==> src/rtl/alu_result_fifo.sv <==
// alu_result_fifo
//   First-word-fall-through result FIFO behind the shifter/ALU. Each accepted
//   word is stored with its overflow bit. The head entry is presented
//   combinationally. A sticky overflow flag and a saturating overflow event
//   counter are kept for the consumer and for debug.
//
// Ports
//   clk, rst           rising-edge clock, asynchronous active-high reset
//   in_valid/in_ready  producer handshake; in_data + in_overflow form the entry
//   out_valid/out_ready consumer handshake; out_data + out_overflow show the head
//   count              occupancy 0..DEPTH
//   sticky_ovf         set by any accepted overflowed write
//   ovf_count          saturating count of accepted overflowed writes
//   clr_sticky         synchronous clear of sticky_ovf and ovf_count
module alu_result_fifo #(
  parameter int WIDTH = 16,
  parameter int DEPTH = 4,
  parameter int AW    = 2,
  parameter int CNT_W = 8
) (
  input  logic             clk,
  input  logic             rst,
  input  logic             in_valid,
  output logic             in_ready,
  input  logic [WIDTH-1:0] in_data,
  input  logic             in_overflow,
  output logic             out_valid,
  input  logic             out_ready,
  output logic [WIDTH-1:0] out_data,
  output logic             out_overflow,
  output logic [AW:0]      count,
  output logic             sticky_ovf,
  output logic [CNT_W-1:0] ovf_count,
  input  logic             clr_sticky
);

  localparam logic [AW:0]      FULL_CNT = (AW+1)'(DEPTH);
  localparam logic [CNT_W-1:0] CNT_MAX  = {CNT_W{1'b1}};

  // Storage is deliberately not reset; validity comes from count_q alone.
  logic [WIDTH:0]    mem [DEPTH];
  logic [WIDTH:0]    head;

  logic [AW-1:0]     wr_ptr_q, wr_ptr_d;
  logic [AW-1:0]     rd_ptr_q, rd_ptr_d;
  logic [AW:0]       count_q, count_d;
  logic              sticky_q, sticky_d;
  logic [CNT_W-1:0]  ovf_cnt_q, ovf_cnt_d;

  logic              full;
  logic              wr_fire;
  logic              rd_fire;
  logic              ovf_event;

  assign full      = (count_q == FULL_CNT);
  // Gated by rst so the producer sees not-ready for the whole reset pulse.
  assign in_ready  = !rst && !full;
  assign out_valid = (count_q != '0);

  assign wr_fire   = in_valid && in_ready;
  assign rd_fire   = out_valid && out_ready;
  assign ovf_event = wr_fire && in_overflow;

  assign head         = mem[rd_ptr_q];
  assign out_data     = out_valid ? head[WIDTH-1:0] : '0;
  assign out_overflow = out_valid ? head[WIDTH]     : 1'b0;

  assign count      = count_q;
  assign sticky_ovf = sticky_q;
  assign ovf_count  = ovf_cnt_q;

  always_comb begin
    wr_ptr_d  = wr_ptr_q;
    rd_ptr_d  = rd_ptr_q;
    count_d   = count_q;
    sticky_d  = sticky_q;
    ovf_cnt_d = ovf_cnt_q;

    // DEPTH is a power of two, so natural pointer overflow is the wrap.
    if (wr_fire) wr_ptr_d = wr_ptr_q + AW'(1);
    if (rd_fire) rd_ptr_d = rd_ptr_q + AW'(1);

    unique case ({wr_fire, rd_fire})
      2'b10:   count_d = count_q + (AW+1)'(1);
      2'b01:   count_d = count_q - (AW+1)'(1);
      default: count_d = count_q;
    endcase

    // A coinciding overflowed write wins over the clear.
    if (ovf_event)       sticky_d = 1'b1;
    else if (clr_sticky) sticky_d = 1'b0;

    if (clr_sticky)
      ovf_cnt_d = ovf_event ? CNT_W'(1) : '0;
    else if (ovf_event && (ovf_cnt_q != CNT_MAX))
      ovf_cnt_d = ovf_cnt_q + CNT_W'(1);
  end

  always_ff @(posedge clk or posedge rst) begin
    if (rst) begin
      wr_ptr_q  <= '0;
      rd_ptr_q  <= '0;
      count_q   <= '0;
      sticky_q  <= 1'b0;
      ovf_cnt_q <= '0;
    end else begin
      wr_ptr_q  <= wr_ptr_d;
      rd_ptr_q  <= rd_ptr_d;
      count_q   <= count_d;
      sticky_q  <= sticky_d;
      ovf_cnt_q <= ovf_cnt_d;
    end
  end

  always_ff @(posedge clk) begin
    if (wr_fire) mem[wr_ptr_q] <= {in_overflow, in_data};
  end

endmodule

==> config.mk <==
export PLATFORM = sky130hd
export DESIGN_NAME = alu_result_fifo
export DESIGN_NICKNAME = d
export VERILOG_FILES = /design/src/rtl/alu_result_fifo.sv
export SDC_FILE = /design/constraint.sdc
export NUM_CORES = 1
export LEC_CHECK = 0
export BUFFER_PORTS_ARGS = -buffer_cell sky130_fd_sc_hd__buf_2
export CAP_MARGIN = 25
export CORE_UTILIZATION = 40
export DETAILED_ROUTE_END_ITERATION = 6
export MAX_ROUTING_LAYER = met4
export PLACE_DENSITY = 0.55
export SLEW_MARGIN = 20
export SYNTH_ARGS = -nofsm -noshare
export SYNTH_HDL_FRONTEND = slang
export SYNTH_SLANG_ARGS = --single-unit
==> constraint.sdc <==
create_clock -name clk -period 5.8 [get_ports clk]
set_clock_uncertainty 0.1 [all_clocks]
set_input_delay 1.16 -clock clk [delete_from_list [all_inputs] [get_ports clk]]
set_output_delay 1.16 -clock clk [all_outputs]
set_load 0.05 [all_outputs]
==> out/summary.txt, run 1 <==
Status: finished, final reports clean
CP bufs+invs: 1
Total detailed-routing wirelength: 6.20 mm
Syn Nets: 231
Initial Util: 41.9%
Clock buffer depth: 2
Antenna violations before repair: 0
Avg WL per Cell: 16.9 um
Largest delay contributor family on the critical path: flip-flops
Max-cap violations: 0
Clock Pin Slew Worst Setup and Hold Paths: 80 ps
Synth cell types: 38
Layout cells sized above 1: 33.2%
CTS tree: built
Post-CTS repair timing setup buffer count: 0
Number of enable flip-flop cells after synthesis: 68
Cts bufs inserted: 9
CP max stage cell: dfrtp_1
Commonest cells after routing, fill and taps aside: edfxtp_1, buf_2, and2_1, mux4_2, dfrtp_1
Asr flop ratio synth: 19.0%
Critical Path AT: 2090 ps
Dpl ws: 2310 ps
Crit Path Class: reg2out
Post-route setup slack: 2450 ps
WHS Path Cells: 2
Crit path depth: 3
Largest net degree at the start of global routing: 20
Most common cell after layout, fill and taps aside: edfxtp_1
Routed Antenna Nets: 0
RePlAce Congestion: 0.749
Cell Chain, Critical Path: mux4_2 > and2_1 > buf_2
Ys Warns: 0
Post-route DRC: 0
RSZ-0062 raised after global routing: no
Reported leakage power: 1.51 nW
First-pass GRT wire length: 9.98 mm
DR iter-0 viols: 97
Startpoint types: register
H-Tree Depth: 3
CP max FO: 18
# diodes: 0
CTS resizes: 0
Die area: 9120 sq um
Max incr delay on CP: 940 ps
Cells after Synth: 202
Tightest Hold Check Type: reg2reg
Final setup fails: 0
Crit path capture type: output pin
Via count: 1861
Vert. Die Dim: 95.5 um
Min cycle time layout: 3350 ps
P&R area growth vs syn: 14.7%
Clk sink count: 84
Top FF cell, synth: edfxtp_1
Tcrit/Tclk final: 57.8%
Worst Max-Slew Pin Slew: 899 ps
Post-detail-place hpwl: 4.06 mm
Final Hold Slack: 449 ps
Fin. max-slew vios: 0
Slew margin rel.: 40.0%
Final hold vios: 0
R2R depth: 8
GRT Total Usage: 15.8%
Later-pin clock latency in the skew report: 350 ps
Sum Neg Setup Slack: 0 ps
GR Overflow Total: 0
Die width: 95.5 um
DR pass1 iterations: 4
Peak VDD IR: 0.268 mV
Port buffer count: 52
CORE AREA: 8340 sq um
CTS root buffer: clkbuf_8
Average vias per placed instance: 5.07
Vias in the first global route: 1847
Final Util: 48.1%
Seq/Total Area, Yosys: 69.8%
IO Count: 53
Row Count: 33
Maximum clock rate: 298 MHz
Required @ worst endpoint: 4540 ps
Register bit total from synthesis: 84
Pwr Density: 499 nW/um^2
Mapped Area: 3500 sq um
Hold Buf Count CTS: 0
Nets: 286
Avg Cell Area, Syn: 17.3 sq um
kinds of logic (layout without fill, tap and decap cells):
group / Yosys count / in the layout / synth area share (%)
XOR/XNOR: 6 / 6 / 1.50
buffers and inverters: 18 / 78 / 2.25
adder cells (fa/ha/maj): 7 / 7 / 2.72
flip-flops: 84 / 84 / 69.8
AND/OR/NAND/NOR: 52 / 52 / 8.91
multiplexers: 21 / 21 / 12.1
AO/OA/AOI/OAI: 14 / 14 / 2.68
tightest hold or removal path, cell delays in order (launching register included):
cell	delay, ps
dfrtp_1	380
inv_1	50
o21ai_0	70
worst paths after layout:
path                                end        start  slack (ps)
setup / recovery           out_data[15]  rd_ptr_q[1]        2450
hold / removal               sticky_ovf   sticky_ovf         450
setup reg to reg               count[2]     count[0]        3310
hold reg to reg              sticky_ovf   sticky_ovf         450
max in group asynchronous   wr_ptr_q[0]          rst        4410
min in group asynchronous      count[0]          rst         790
where the power goes:
part / internal, W / total (W) / leakage (nW) / switching, W
registers: 0.000734 / 0.000798 / 0.823 / 0.0000639
clock network: 0.000151 / 0.000347 / 0.0849 / 0.000195
logic: 0.000278 / 0.000857 / 0.600 / 0.000579
total: 0.00116 / 0.00200 / 1.51 / 0.000838
per-stage QoR:
stage | power (W) | cells | instance area [sq um]
6_report | 0.00200 | 367 | 4010
5_1_grt | 0.00211 | 367 | 4010
4_1_cts | 0.00203 | 367 | 4010
3_5_place_dp | 0.00168 | 351 | 3850
3_3_place_gp | 0.00168 | 351 | 3850
2_1_floorplan | 0.00150 | 202 | 3500
layout make-up:
cell class              instances  area (sq um)
fillers                       762          4330
flip-flops and latches         84          2440
multi-input cells             100           977
repair buffers                 53           268
well taps                     105           131
clock buffers                  10           128
inverters                       9          33.8
clock inverters                 6          31.3
cell usage after synthesis (all sizes together) (2+ instances only):
| master | instances | share of area [%] |
|---|---|---|
| inv | 9 | 0.97 |
| mux4 | 17 | 11 |
| o21ai | 2 | 0.29 |
| nor3 | 3 | 0.57 |
| buf | 5 | 0.86 |
| a21oi | 2 | 0.29 |
| mux2i | 3 | 0.86 |
| clkbuf | 4 | 0.43 |
| nor2 | 4 | 0.43 |
| xor2 | 3 | 0.75 |
| a31oi | 4 | 0.72 |
| xnor2 | 3 | 0.75 |
| nor2b | 3 | 0.54 |
| dfrtp | 16 | 11 |
| nand3 | 3 | 0.43 |
| a211oi | 2 | 0.43 |
| edfxtp | 68 | 58 |
| and2 | 23 | 4.2 |
| nand2 | 7 | 0.75 |
| ha | 6 | 2.1 |
routing by layer:
metal	GRT usage (%)	wire length (um)
met4	7.46	105
met5	-	0
met3	2.95	270
met2	22.6	2880
met1	21.8	2940
registers in the layout (all words and copies together), names as in the netlist:
signal	flops
count	3
wr_ptr_q	2
sticky_ovf	1
ovf_count	8
rd_ptr_q	2
mem	68
Power figures use the tool's default switching activity.
==> run 2: changes to the inputs <==
Settings changed: PLACE_DENSITY 0.55 to 0.58.
Clock period 5.8 ns to 2.7 ns, I/O delays scaled along.
==> out/summary.txt, run 2 (same netlist as run 1, synthesis figures left out) <==
Via count: 1824
Fin. max-slew vios: 0
RePlAce Congestion: 0.724
Antenna violations before repair: 0
Hold Buf Count CTS: 0
Sum Neg Setup Slack: 0 ps
Largest register FFs: 68
CTS tree: built
Crit Path Class: reg2out
IO Count: 53
Internal: 0.00265 W
P&R area growth vs syn: 17.0%
Reported leakage power: 1.54 nW
Slew margin rel.: 38.3%
Final setup fails: 0
Port buffer count: 52
Detailed route wirelength on metal3: 252 um
First-pass GRT wire length: 9.40 mm
Average vias per placed instance: 4.93
Nets: 289
Total detailed-routing wirelength: 5.95 mm
M1 WL: 2.68 mm
Layout cells sized above 1: 35.1%
CTS resizes: 0
Switching pwr: 0.00184 W
Clock Pin Slew Worst Setup and Hold Paths: 90 ps
Pwr Density: 1100 nW/um^2
Critical Path AT: 1890 ps
DR iter-0 viols: 91
Min cycle time layout: 2530 ps
Commonest cells after routing, fill and taps aside: edfxtp_1, buf_2, and2_1, mux4_2, dfrtp_1
GRT Total Usage: 14.9%
Largest net degree at the start of global routing: 19
Die area: 9120 sq um
Switching Share: 41.0%
Clock share of power: 20.2%
Most common cell after layout, fill and taps aside: edfxtp_1
Vert. Die Dim: 95.5 um
Tightest Hold Check Type: in2async
Uppermost layer routed: met4
Post-route cell area: 4090 sq um
Routed Antenna Nets: 0
Maximum clock rate: 396 MHz
Die width: 95.5 um
Post-CTS repair timing setup buffer count: 0
Final hold vios: 0
CORE AREA: 8340 sq um
R2R depth: 9
Required @ worst endpoint: 2060 ps
Tcrit/Tclk final: 93.6%
Post-route DRC: 0
Peak VDD IR: 0.482 mV
Avg WL per Cell: 16.1 um
Initial Util: 41.9%
Status: finished, final reports clean
Cts bufs inserted: 9
Tot Pwr: 0.00449 W
Clock buffer depth: 2
Crit path capture type: output pin
Flop pwr share: 37.0%
Worst Max-Slew Pin Slew: 926 ps
Combinational power share: 42.8%
Routed wl met2: 2.94 mm
Max-cap violations: 0
CP max FO: 17
Post-place instance area: 3890 sq um
Row Count: 33
Vias in the first global route: 1869
Startpoint types: register
H-Tree Depth: 3
Post-detail-place hpwl: 3.77 mm
Clk sink count: 84
Later-pin clock latency in the skew report: 340 ps
GR Overflow Total: 0
Largest Register: mem
RSZ-0062 raised after global routing: no
DR pass1 iterations: 4
CTS root buffer: clkbuf_8
# diodes: 0
## run 2: worst paths after layout
| check | slack [ps] | from | to |
|---|---|---|---|
| max | 170 | rd_ptr_q[0] | out_data[14] |
| min reg2reg | 370 | rd_ptr_q[1] | rd_ptr_q[1] |
| min | 130 | rst | ovf_count[2] |
| max in group asynchronous | 2170 | rst | rd_ptr_q[1] |
| max reg2reg | 250 | count[0] | count[2] |
| min in group clk | 300 | in_data[13] | mem[0][13] |
## run 2: final cells by class
cell class	count	area, sq um
clock buffer	9	124
clock inverter	7	81.3
fill	731	4250
inverter	9	33.8
multi-input combinational	100	977
sequential	84	2440
tap	105	131
timing repair buffer	56	303
## run 2: power groups by stage
stage	sequential, W	clock (W)	combinational, W
6_report	0.00166	0.000906	0.00192
2_1_floorplan	0.00176	0	0.00146
5_1_grt	0.00168	0.000971	0.00206
3_5_place_dp	0.00169	0	0.00196
4_1_cts	0.00166	0.000935	0.00196
3_3_place_gp	0.00168	0	0.00196
## run 2: critical path: stages, from the launching register on
cell     delay [ps]
dfrtp_1         430
buf_12          220
mux4_2          500
and2_1          180
buf_2           210
## run 2: metrics by stage
step	setup WS [ps]	util, %	hold WS (ps)	instances
floorplan	93.1	-	359	202
global placement	317	46.6	360	354
detailed placement	268	46.6	368	354
CTS	123	49.1	117	370
global route	32.6	49.1	159	370
finish	172	49.1	126	370
## run 2: layer usage
metal	vias up	GRT usage (%)
li1	885	-
met1	890	18.6
met2	41	23.2
met3	8	3.67
met4	0	6.59
met5	-	-
==> run 3: changes to the inputs <==
==> constraint.sdc (replaced) <==
create_clock -name clk -period 2.7 [get_ports clk]
set_clock_uncertainty 0.1 [all_clocks]
set_input_delay 0.135 -clock clk [delete_from_list [all_inputs] [get_ports clk]]
set_output_delay 0.135 -clock clk [all_outputs]
set_load 0.05 [all_outputs]
==> out/summary.txt, run 3 (same netlist as run 1, synthesis figures left out) <==
Clock buffer depth: 2
Worst R2R Setup Slack: 270 ps
First-pass GRT wire length: 9.99 mm
Fin. max-slew vios: 0
GRT Total Usage: 15.7%
# diodes: 0
CP bufs+invs: 2
Vias in the first global route: 2064
Post-route DRC: 0
Average vias per placed instance: 4.94
Worst setup path end: count[2]
Slew margin rel.: 37.0%
Pwr Density: 1040 nW/um^2
R2R depth: 9
Later-pin clock latency in the skew report: 350 ps
Peak VDD IR: 0.686 mV
Status: finished, final reports clean
CTS resizes: 0
Startpoint types: register
RSZ-0062 raised after global routing: no
Row Count: 33
Total detailed-routing wirelength: 6.12 mm
Avg WL per Cell: 15.7 um
Clock Pin Slew Worst Setup and Hold Paths: 90 ps
Antenna violations before repair: 0
Tightest Hold Check Type: in2reg
CTS tree: built
GR Overflow Total: 0
Largest net degree at the start of global routing: 19
Nets: 308
Tcrit/Tclk final: 90.0%
Final hold vios: 0
Max-cap violations: 0
M3 GR Usage: 2.63%
Die area: 9120 sq um
Largest register FFs: 68
Reg2reg end: count[2]
Routed Antenna Nets: 0
Post-detail-place hpwl: 3.91 mm
Most common cell after layout, fill and taps aside: edfxtp_1
Worst Max-Slew Pin Slew: 946 ps
RePlAce Congestion: 0.699
Crit Path Class: reg2reg
Critical Path AT: 2610 ps
Crit path capture type: register
Crit path depth: 9
Reported leakage power: 1.62 nW
Most used routing layer: met2
Initial Util: 41.9%
Required @ worst endpoint: 2880 ps
Via count: 1923
CTS root buffer: clkbuf_8
CP max FO: 8
CP max stage cell: dfrtp_1
Port buffer count: 52
CORE AREA: 8340 sq um
Clk sink count: 84
Die width: 95.5 um
Max incr delay on CP: 440 ps
DR iter-0 viols: 85
Cell Chain, Critical Path: or3b_1 > and3_1 > inv_1 > ha_1 > inv_1 > fa_1 > xor2_1 > nor2_1 > xor2_1
Cts bufs inserted: 9
Maximum clock rate: 412 MHz
GR Layer Usage met1: 18.9%
Vert. Die Dim: 95.5 um
Post-CTS repair timing setup buffer count: 0
DR pass1 iterations: 4
RR Startpoint: count[0]
Layout cells sized above 1: 32.7%
Hold Buf Count CTS: 19
Final setup fails: 0
IO Count: 53
Min cycle time layout: 2430 ps
GR Util met2: 26.0%
Sum Neg Setup Slack: 0 ps
Crit path launch: count[0]
Largest Register: mem
H-Tree Depth: 3
P&R area growth vs syn: 21.9%
Largest delay contributor family on the critical path: simple AND/OR/NAND/NOR gates
Commonest cells after routing, fill and taps aside: edfxtp_1, buf_2, and2_1, dlygate4sd3_1, mux4_2
Final Util: 51.1%
run 3: cell count changes in the layout (fill, tap and decap cells not counted):
cell / before / now
dlygate4sd3_1: 0 / 19
clkinv_4: 2 / 0
inv_6: 3 / 5
bufinv_16: 1 / 0
inv_8: 0 / 1
run 3: metal layers:
metal,part of all wire (%),up-vias
met5,0,-
met4,1.5,0
met3,3.0,9
met2,51,34
met1,45,956
li1,-,924
run 3: how the worst min path moves through the flow:
stage | start | endpoint | slack (ps) | depth (start not counted)
3_3_place_gp | rst | count[0] | 110 | 3
6_report | out_ready | rd_ptr_q[0] | 60 | 3
5_1_grt | out_ready | rd_ptr_q[0] | 70 | 3
4_1_cts | out_ready | rd_ptr_q[0] | 50 | 3
3_5_place_dp | rst | count[0] | 120 | 3
2_1_floorplan | rst | count[0] | -50 | 1
run 3: stage by stage:
step / worst slack [ps] / area, sq um / total power (W) / cells / hold slack, ps
final: 271 / 4260 / 0.00445 / 389 / 55.5
after global routing: 92.8 / 4260 / 0.00469 / 389 / 71.5
after CTS: 259 / 4260 / 0.00451 / 389 / 50.2
after detailed placement: 292 / 3890 / 0.00365 / 354 / 116
after global placement: 325 / 3890 / 0.00363 / 354 / 111
after floorplan: 93.1 / 3500 / 0.00321 / 202 / -46.2
run 3: cell type report:
type	count	area [sq um]
Multi-Input combinational cell	100	977
Timing Repair Buffer	75	493
Inverter	9	33.8
Clock buffer	9	124
Sequential cell	84	2440
Clock inverter	7	62.6
Tap cell	105	131
Fill cell	735	4080
run 3: report_power, final:
part           total, W  switching (W)  internal (W)
Clock          0.000843       0.000486      0.000357
Combinational   0.00190        0.00126      0.000648
Sequential      0.00170       0.000124       0.00158
Total           0.00445        0.00187       0.00258
run 3: tightest hold or removal path, stage by stage:
cell    delay [ps]
buf_2           70
and2_1         180
xor2_1          80
